<file path="config.mk">
export PLATFORM = sky130hd
export DESIGN_NAME = pwm_deadband_flat
export DESIGN_NICKNAME = d
export VERILOG_FILES = /design/src/rtl/pwm_deadband_pkg.sv /design/src/rtl/pwm_deadband_if.sv /design/src/rtl/pwm_deadband_sync_2ff.sv /design/src/rtl/pwm_deadband.sv /design/src/flat_wrapper.sv
export SDC_FILE = /design/constraint.sdc
export NUM_CORES = 1
export LEC_CHECK = 0
export ABC_CLOCK_PERIOD_IN_PS = 2700
export CORE_ASPECT_RATIO = 0.8
export CORE_UTILIZATION = 45
export CTS_CLUSTER_SIZE = 14
export DETAILED_ROUTE_END_ITERATION = 12
export GPL_ROUTABILITY_DRIVEN = 1
export HOLD_SLACK_MARGIN = 0.08
export PLACE_DENSITY = 0.84
export SETUP_SLACK_MARGIN = 0.4
export SYNTH_ARGS = -nofsm -noshare
export SYNTH_HDL_FRONTEND = slang
export SYNTH_SLANG_ARGS = --single-unit
</file>
<file path="constraint.sdc">
create_clock -name clk -period 2.7 [get_ports clk]
set_input_delay 0.675 -clock clk [delete_from_list [all_inputs] [get_ports clk]]
set_output_delay 0.675 -clock clk [all_outputs]
set_load 0.005 [all_outputs]
</file>
<file path="src/rtl/pwm_deadband_pkg.sv">
// Shared definitions for the dead-band generator: bus width, register offsets
// and the FSM state encoding that software sees in DB_STAT[4:2].
`ifndef PWM_DEADBAND_DEFS
`define PWM_DEADBAND_DEFS
`define MemBus 31:0
`endif

package pwm_deadband_pkg;

    localparam int BUS_W = 32;

    localparam logic [7:0] DB_CTRL = 8'h00;
    localparam logic [7:0] DB_TIME = 8'h04;
    localparam logic [7:0] DB_STAT = 8'h08;

    typedef enum logic [2:0] {
        ST_OFF   = 3'd0,
        ST_DT_H  = 3'd1,
        ST_HI    = 3'd2,
        ST_DT_L  = 3'd3,
        ST_LO    = 3'd4,
        ST_FAULT = 3'd5
    } db_state_e;

endpackage

</file>
<file path="src/rtl/pwm_deadband_if.sv">
// Peripheral-bus register port shared with the system timer.
`ifndef PWM_DEADBAND_DEFS
`define PWM_DEADBAND_DEFS
`define MemBus 31:0
`endif

interface pwm_deadband_if;
    logic [7:0]     waddr_i;
    logic [`MemBus] data_i;
    logic [3:0]     sel_i;
    logic           we_i;
    logic [7:0]     raddr_i;
    logic           rd_i;
    logic [`MemBus] data_o;

    modport master (output waddr_i, data_i, sel_i, we_i, raddr_i, rd_i, input data_o);
    modport slave  (input waddr_i, data_i, sel_i, we_i, raddr_i, rd_i, output data_o);
endinterface

</file>
<file path="src/rtl/pwm_deadband_sync_2ff.sv">
// Generic two-flop synchronizer for a single asynchronous level, reset to 0.
module sync_2ff (
    input  logic clk,
    input  logic rst_n,
    input  logic d_i,
    output logic q_o
);
    logic meta_q;
    logic sync_q;

    always_ff @(posedge clk or negedge rst_n) begin
        if (!rst_n) begin
            meta_q <= 1'b0;
            sync_q <= 1'b0;
        end else begin
            meta_q <= d_i;
            sync_q <= meta_q;
        end
    end

    assign q_o = sync_q;
endmodule

</file>
<file path="src/rtl/pwm_deadband.sv">
// Complementary high/low gate-drive generator with programmable dead time and
// a latched fault shutdown, configured over the peripheral bus.
module pwm_deadband #(
    parameter int DT_W = 8
) (
    input  logic          clk,
    input  logic          rst_n,
    pwm_deadband_if.slave bus,
    input  logic          pwm_i,
    input  logic          fault_i,
    output logic          pwm_hi_o,
    output logic          pwm_lo_o,
    output logic          irq_fault
);
    import pwm_deadband_pkg::*;

    logic [5:0]       ctrl_q, ctrl_d;
    logic [DT_W-1:0]  dt_rise_q, dt_rise_d, dt_fall_q, dt_fall_d;
    logic [DT_W-1:0]  cnt_q, cnt_d, load_cnt;
    logic             flt_latch_q, flt_latch_d;
    logic             pwm_q, pwm_d;
    logic             irq_q, irq_d;
    logic [BUS_W-1:0] rdata_q, rdata_d;
    db_state_e        state_q, state_d, load_state;
    logic             en, pol_hi, pol_lo, flt_en, flt_lvl, flt_irq_en;
    logic             flt_sync, flt_now, flt_det;
    logic             wr_ctrl, wr_time, wr_stat;
    logic             unused_bus;

    assign {flt_irq_en, flt_lvl, flt_en, pol_lo, pol_hi, en} = ctrl_q;
    assign unused_bus = ^{bus.sel_i, bus.data_i};

    sync_2ff u_flt_sync (.clk(clk), .rst_n(rst_n), .d_i(fault_i), .q_o(flt_sync));

    assign flt_now = flt_lvl ? flt_sync : ~flt_sync;
    assign flt_det = en & flt_en & flt_now;

    assign wr_ctrl = bus.we_i && (bus.waddr_i == DB_CTRL);
    assign wr_time = bus.we_i && (bus.waddr_i == DB_TIME);
    assign wr_stat = bus.we_i && (bus.waddr_i == DB_STAT);

    // A new fault detection beats a simultaneous W1C so no event is lost.
    always_comb begin
        ctrl_d      = ctrl_q;
        dt_rise_d   = dt_rise_q;
        dt_fall_d   = dt_fall_q;
        flt_latch_d = flt_latch_q;
        pwm_d       = pwm_i;
        if (wr_ctrl) ctrl_d = bus.data_i[5:0];
        if (wr_time) begin
            dt_rise_d = bus.data_i[DT_W-1:0];
            dt_fall_d = bus.data_i[16 +: DT_W];
        end
        if (flt_det)                        flt_latch_d = 1'b1;
        else if (wr_stat && bus.data_i[0])  flt_latch_d = 1'b0;
    end

    always_comb begin
        rdata_d = rdata_q;
        if (bus.rd_i) begin
            rdata_d = '0;
            case (bus.raddr_i)
                DB_CTRL: rdata_d[5:0] = ctrl_q;
                DB_TIME: begin
                    rdata_d[DT_W-1:0]  = dt_rise_q;
                    rdata_d[16 +: DT_W] = dt_fall_q;
                end
                DB_STAT: rdata_d[4:0] = {state_q, flt_now, flt_latch_q};
                default: ;
            endcase
        end
    end

    // Every counter load heads toward the current pwm_q level; a zero dead
    // time skips the gap state so the hand-over happens on the same edge.
    always_comb begin
        load_cnt   = pwm_q ? dt_rise_q : dt_fall_q;
        load_state = pwm_q ? ST_DT_H : ST_DT_L;
        if (load_cnt == '0) load_state = pwm_q ? ST_HI : ST_LO;
    end

    always_comb begin
        state_d = state_q;
        cnt_d   = cnt_q;
        irq_d   = 1'b0;
        if (!en) begin
            state_d = ST_OFF;
            cnt_d   = '0;
        end else if (flt_det) begin
            state_d = ST_FAULT;
            irq_d   = flt_irq_en && (state_q != ST_FAULT);
        end else begin
            case (state_q)
                ST_OFF: begin
                    state_d = load_state;
                    cnt_d   = load_cnt;
                end
                ST_DT_H: begin
                    if (!pwm_q) begin
                        state_d = load_state;
                        cnt_d   = load_cnt;
                    end else if (cnt_q <= DT_W'(1)) state_d = ST_HI;
                    else                            cnt_d   = cnt_q - DT_W'(1);
                end
                ST_DT_L: begin
                    if (pwm_q) begin
                        state_d = load_state;
                        cnt_d   = load_cnt;
                    end else if (cnt_q <= DT_W'(1)) state_d = ST_LO;
                    else                            cnt_d   = cnt_q - DT_W'(1);
                end
                ST_HI, ST_LO: begin
                    if (pwm_q != (state_q == ST_HI)) begin
                        state_d = load_state;
                        cnt_d   = load_cnt;
                    end
                end
                ST_FAULT: if (!flt_latch_q && !flt_now) state_d = ST_OFF;
                default:  state_d = ST_OFF;
            endcase
        end
    end

    always_ff @(posedge clk or negedge rst_n) begin
        if (!rst_n) begin
            state_q <= ST_OFF;
            cnt_q   <= '0;
        end else begin
            state_q <= state_d;
            cnt_q   <= cnt_d;
        end
    end

    always_ff @(posedge clk or negedge rst_n) begin
        if (!rst_n) begin
            ctrl_q      <= '0;
            dt_rise_q   <= '0;
            dt_fall_q   <= '0;
            flt_latch_q <= 1'b0;
            pwm_q       <= 1'b0;
            irq_q       <= 1'b0;
            rdata_q     <= '0;
        end else begin
            ctrl_q      <= ctrl_d;
            dt_rise_q   <= dt_rise_d;
            dt_fall_q   <= dt_fall_d;
            flt_latch_q <= flt_latch_d;
            pwm_q       <= pwm_d;
            irq_q       <= irq_d;
            rdata_q     <= rdata_d;
        end
    end

    assign pwm_hi_o    = (state_q == ST_HI) ^ pol_hi;
    assign pwm_lo_o    = (state_q == ST_LO) ^ pol_lo;
    assign irq_fault   = irq_q;
    assign bus.data_o  = rdata_q;
endmodule

</file>
<file path="src/flat_wrapper.sv">
// flat-port wrapper written by rule: the top's interface ports become plain ports
module pwm_deadband_flat import pwm_deadband_pkg::*;
#(
    parameter int DT_W = 8
)
  (clk, rst_n, pwm_i, fault_i, pwm_hi_o, pwm_lo_o, irq_fault, bus_waddr_i, bus_data_i, bus_sel_i, bus_we_i, bus_raddr_i, bus_rd_i, bus_data_o);
  pwm_deadband_if bus_i ();
  input  logic clk;
  input  logic rst_n;
  input  logic pwm_i;
  input  logic fault_i;
  output logic pwm_hi_o;
  output logic pwm_lo_o;
  output logic irq_fault;
  input wire logic [$bits(bus_i.waddr_i)-1:0] bus_waddr_i;
  input wire logic [$bits(bus_i.data_i)-1:0] bus_data_i;
  input wire logic [$bits(bus_i.sel_i)-1:0] bus_sel_i;
  input wire logic [$bits(bus_i.we_i)-1:0] bus_we_i;
  input wire logic [$bits(bus_i.raddr_i)-1:0] bus_raddr_i;
  input wire logic [$bits(bus_i.rd_i)-1:0] bus_rd_i;
  output wire logic [$bits(bus_i.data_o)-1:0] bus_data_o;
  assign bus_i.waddr_i = bus_waddr_i;
  assign bus_i.data_i = bus_data_i;
  assign bus_i.sel_i = bus_sel_i;
  assign bus_i.we_i = bus_we_i;
  assign bus_i.raddr_i = bus_raddr_i;
  assign bus_i.rd_i = bus_rd_i;
  assign bus_data_o = bus_i.data_o;
  pwm_deadband #(.DT_W(DT_W)) u_core (.clk(clk), .rst_n(rst_n), .bus(bus_i), .pwm_i(pwm_i), .fault_i(fault_i), .pwm_hi_o(pwm_hi_o), .pwm_lo_o(pwm_lo_o), .irq_fault(irq_fault));
endmodule
</file>
* Yosys cells after proc, flatten, opt, wreduce, memory -nomap -nowiden
Index checks and enable logic that the tools add are counted.
** Operators by class
- Shift-type cells :: 0
- Mux-type cells :: 29
- Div/mod/pow operators :: 0
- Bitwise gates (word level) :: 5
- Reductions and logical operators :: 16
- Order comparisons :: 1
- Eq/ne operators :: 18
- $mul :: 0
- Add/sub/neg operators :: 1
** Operators by type and width (count)
- $mux 8 :: 8
- $pmux 8 s4 :: 1
- $mux 3 :: 10
- $logic_not 8->1 :: 3
- $eq 8x3->1 const B :: 2
- $eq 8x4->1 const B :: 2
- $ne 5x5->1 const B :: 3
- $pmux 3 s5 :: 1
- $pmux 5 s3 :: 1
- $le 8x1->1 const B :: 1
- $ne 4x4->1 const B :: 2
- $sub 8x1->8 const B :: 1
- $eq 3x2->1 const B :: 2
- $eq 3x3->1 const B :: 2
- $logic_and 1x1->1 :: 6
- $ne 3x3->1 const B :: 2
- $mux 1 :: 5
- $mux 2 :: 2
- $reduce_and 4->1 :: 1
- $eq 3x1->1 const B :: 1
- $logic_not 3->1 :: 1
- $reduce_and 3->1 :: 1
- $and 1x1->1 :: 2
- $logic_not 1->1 :: 2
- 7 further kinds :: 8
** Storage, ports and cells
- Bits in read-only memories :: 0
- Memories :: 0
- RAM bits :: 0
- Input bits :: 58
- Output and inout port bits :: 35
- Word-level logic and storage cells :: 81
- Register bits :: 54
- Bits in latches :: 0

* Longest topological paths before layout
- Depth after elaboration :: 8
- Mapped depth :: 11
- Depth with buffers taken out :: 10

* Modules after synthesis
A second synthesis with hierarchy kept.
** Unflattened totals
- Cell total of the unflattened synthesis :: 323
- Area total of the unflattened synthesis :: 3213.1 sq um
** Modules (own cells, without submodules)
- pwm_deadband :: times used 1, cells an instance 321, area each 3163.0 sq um
- sync_2ff :: times used 1, cells an instance 2, area each 50.0 sq um

* Least setup slack after synthesis
OpenSTA, ideal clock, no wires.
- Path type :: register to register
- Start :: register u_core.pwm_q
- End :: register u_core.state_q[1]
- Path slack :: 259 ps
- Period minus slack after synthesis :: 2441 ps
- Arrival :: 2320 ps
- Library setup time :: 122 ps
- Cell stages (with the launch flop) :: 11
- Cell sequence :: dfrtp_1 > buf_2 > or4_1 > o22ai_1 > o21ai_0 > inv_1 > ha_1 > nor2b_1 > a31oi_1 > o22ai_1 > a32o_1
** Between the ends
- Word-level cells in the longest chain between the ends :: 7
- Elaborated cells between the ends (all ways) :: 16
** Ends and longest elaborated chain
- start: declaration :: RTL line pwm_deadband.sv:21 : logic pwm_q, pwm_d;
- start signal: assignment :: RTL line pwm_deadband.sv:148 : pwm_q <= pwm_d;
- $mux 8 :: RTL line pwm_deadband.sv:77 : load_cnt = pwm_q ? dt_rise_q : dt_fall_q;
- $logic_not 8->1 :: RTL line pwm_deadband.sv:79 : if (load_cnt == '0) load_state = pwm_q ? ST_HI : ST_LO;
- $mux 3 :: RTL line pwm_deadband.sv:79
- $mux 3, on equally long branches :: RTL line pwm_deadband.sv:113, pwm_deadband.sv:99, pwm_deadband.sv:106
- $pmux 3 s5 :: RTL line pwm_deadband.sv:93 : case (state_q)
- $mux 3 :: RTL line pwm_deadband.sv:89 : end else if (flt_det) begin
- $mux 3 :: RTL line pwm_deadband.sv:86 : if (!en) begin
- end signal: assignment :: RTL line pwm_deadband.sv:129 : state_q <= state_d;
- end: declaration :: RTL line pwm_deadband.sv:24 : db_state_e state_q, state_d, load_state;
Several ways; a longest one is shown, not always the timed one. The select of a mux whose other input is x is not followed.
A chain may end at the register's enable or synchronous reset.

* Worst setup path in the final report
Same ends and word-level chain as after synthesis.

==> results.toml <==
[floorplanning]
num_ports = 93
num_rows = 27
die-width_um = 96.1
core_region_area_um2 = 6860
fp.dieH_um = 77.3
floorplan.initialDensity_pct = 46.5
area_enclosed_by_the_die_boundary_um2 = 7430

[logic_synthesis]
ys.flop_type = "sky130_fd_sc_hd__dfrtp_1"
post_synth_edffs = 0
post_synth_simple_gate_area_pct = 14.5
synth_adder_area_share_pct = 2.35
largest_family_of_logic_cells_by_synthesized_area = "compound AO/OA/AOI/OAI gates"
syn_area_per_cell_um2 = 9.81
synth_async_sr_flop_share_pct = 100
synth_cell_type_count = 55
synth_seq_cells = 54
synthMuxAreaShare_pct = 12.2
synth_seq_area_share_pct = 42.4
synth.cell_area_um2 = 3190
syn_inst = 325
synth_compound_area_share_pct = 18.0
synthesis.yosys.warnings = 0
synth-xor-area-share_pct = 1.61

[job]
maxCapViolCount = 0

[grt]
globalRoute.busiestLayer = "met2"
largest_net_degree_at_the_start_of_global_routing = 55
globalRoute.totalOverflow = 0
grt_first_pass_wirelength_mm = 13.7
grtUsageMet2_pct = 37.4
grt_antenna_before_repair = 0
global_route_usage_over_all_layers_pct = 24.1
grt_util_met3_pct = 4.46
met1_usage_pct = 32.0
grt_pass1_vias = 2836

[clock_tree]
cts_tree = "built"
count_of_hold_fix_buffers_inserted_at_cts = 0
clkTransAtPathRegs_ps = 90
clk_latency_ps = 320
cts.path.max_buffers = 2
htreeDepth = 2
cts_root_buf = "sky130_fd_sc_hd__clkbuf_8"
cts_buffers = 5
clock_sinks = 54

[sta]
setup-violations-final = 0
timing.fmax_ghz = 0.432
fin_crit_sh_pct = 85.7
report.final.slew_viol_count = 0
hold_viol = 0
holdWs_ps = 364
final.setup.tns_ps = 0
max-slew-margin-rel_pct = 54.8
finalCriticalPeriod_ps = 2310
rsz0062_at_grt = "true"
timing.clock.skew_ps = 10.9
worstMarginPinSlew_ps = 678

[placed_design]
gpl.final_weighted_congestion = 0.939
portBuffers = 56
place_hpwl_mm = 5.67

[drt]
wire_per_inst_um = 17.5
detail-route-antenna-nets = 0
route.detailed.drc = 0
drt_iter0_markers = 271
first_pass_iteration_count_of_the_detailed_router = 5
drt-vias-per-instance = 5.82
detailroute.via_count = 2893
wl_mm = 8.69

[critical_path]
worstSetupPathType = "flip-flop to flip-flop"
worst-path-max-fanout = 4
cp.arrival_ps = 2520
required_time_of_the_critical_path_ps = 2900
critical_path.endpoint_type = "flip-flop"
start_kind = "flip-flop"

[final_layout]
layout_commonest_cell = "sky130_fd_sc_hd__clkdlybuf4s50_1"
antennaDiodeCount = 0
num-nets-final = 473
layout-drive-gt1-share_pct = 26.3
layout-area-overhead-vs-synth_pct = 33.0
commonest_cells_after_routing_fill_and_taps_aside = "sky130_fd_sc_hd__clkdlybuf4s50_1 (53), sky130_fd_sc_hd__dfrtp_1 (47), sky130_fd_sc_hd__buf_4 (33), sky130_fd_sc_hd__nand2_1 (27), sky130_fd_sc_hd__inv_1 (24)"

[pwr]
cellLeakagePower_nw = 1.90
clockPowerShare_pct = 18.3
p_switching_mw = 1.14
powerDensity_nw_per_um2 = 699
netSwitchingFraction_pct = 38.3
peakVddDrop_uv = 386
internal_power_mw = 1.83
sequentialPowerShare_pct = 34.1
pwr-share-comb_pct = 47.5

[min_path]
hold_class = "flip-flop to flip-flop"

[status]
status = "complete, no violations"
## worst paths after layout
path                       slack, ps                      from               endpoint  depth (start not counted)
min                              360  u_core.u_flt_sync.meta_q  u_core.u_flt_sync.q_o                          0
min reg2reg                      360  u_core.u_flt_sync.meta_q  u_core.u_flt_sync.q_o                          0
max in group asynchronous       1740                     rst_n           u_core.pwm_q                          2
max reg2reg                      390              u_core.pwm_q      u_core.state_q[1]                         12
max                              390              u_core.pwm_q      u_core.state_q[1]                         12
min in group asynchronous        480                     rst_n       u_core.ctrl_q[2]                          2
## per-layer routing
metal	routed length, um	share of wire (%)
met5	0	0
met4	311	3.6
met3	653	7.5
met2	4190	48
met1	3540	41
## synth_stat cells (6+ instances only)
master,instances,area [um2]
sky130_fd_sc_hd__a21oi_1,14,70.1
sky130_fd_sc_hd__buf_4,18,135
sky130_fd_sc_hd__clkbuf_1,7,26.3
sky130_fd_sc_hd__dfrtp_1,54,1350
sky130_fd_sc_hd__ha_1,6,75.1
sky130_fd_sc_hd__inv_1,25,93.8
sky130_fd_sc_hd__mux2_2,24,270
sky130_fd_sc_hd__mux2i_1,12,120
sky130_fd_sc_hd__nand2_1,28,105
sky130_fd_sc_hd__nand3_1,7,35.0
sky130_fd_sc_hd__nor2_1,20,75.1
sky130_fd_sc_hd__o21ai_0,16,80.1
sky130_fd_sc_hd__o22ai_1,7,43.8
## registers in the layout, summed over array words and instances, names as in the netlist
| signal | flops |
|---|---|
| u_core.flt_latch_q | 1 |
| u_core.ctrl_q | 6 |
| u_core.pwm_q | 1 |
| u_core.irq_fault | 1 |
| u_core.cnt_q | 8 |
| u_core.u_flt_sync.meta_q | 1 |
| u_core.dt_fall_q | 8 |
| u_core.bus.data_o | 16 |
| u_core.dt_rise_q | 8 |
| u_core.u_flt_sync.q_o | 1 |
| u_core.state_q | 3 |
## area by class of cell
| cell class | instances | area (um2) |
|---|---|---|
| fill | 540 | 2620 |
| multi-input combinational | 231 | 1730 |
| sequential | 54 | 1360 |
| timing repair buffer | 92 | 835 |
| tap | 87 | 109 |
| inverter | 25 | 93.8 |
| clock buffer | 6 | 72.6 |
| clock inverter | 2 | 37.5 |
## timing repair
action | 4_1_cts | 5_1_grt
gates resized for setup | 11 | 30
pin swaps | 2 | 13
buffers inserted | 15 | 11
endpoints found under the setup margin | 7 | 8
## power groups by stage
stage	clock network (mW)	logic [mW]	registers, mW
6_report	0.543	1.41	1.01
5_1_grt	0.595	1.52	1.02
4_1_cts	0.552	1.21	1.00
3_5_place_dp	0	1.08	1.04
3_3_place_gp	0	1.05	1.04
2_1_floorplan	0	0.878	0.978
## cell families after synthesis
logic type,count (synthesis)
other cells,1
simple gates,89
fa+ha+maj,6
flops,54
xor+xnor,5
mux,36
buf+inv,55
compound gates,79
## critical path, stage by stage, from the launching register on
cell,delay (ps)
sky130_fd_sc_hd__dfrtp_2,420
sky130_fd_sc_hd__buf_4,140
sky130_fd_sc_hd__buf_4,130
sky130_fd_sc_hd__nor2_4,40
sky130_fd_sc_hd__o21ai_2,220
sky130_fd_sc_hd__inv_2,90
sky130_fd_sc_hd__buf_4,140
sky130_fd_sc_hd__buf_4,120
sky130_fd_sc_hd__buf_4,130
sky130_fd_sc_hd__ha_1,190
sky130_fd_sc_hd__a31oi_1,190
sky130_fd_sc_hd__o22ai_1,120
sky130_fd_sc_hd__a32o_2,280
## stage by stage
stage | total power, mW | setup slack (ps) | util [%] | instance area [um2] | std cells
2_1_floorplan | 1.86 | 406 | - | 3250 | 340
3_3_place_gp | 2.09 | 249 | 55.4 | 3800 | 463
3_5_place_dp | 2.12 | 181 | 55.4 | 3800 | 463
4_1_cts | 2.77 | 414 | 58.9 | 4040 | 486
5_1_grt | 3.13 | 353 | 61.9 | 4240 | 497
6_report | 2.97 | 386 | 61.9 | 4240 | 497
Note: power is estimated with default switching activity, not from simulation.
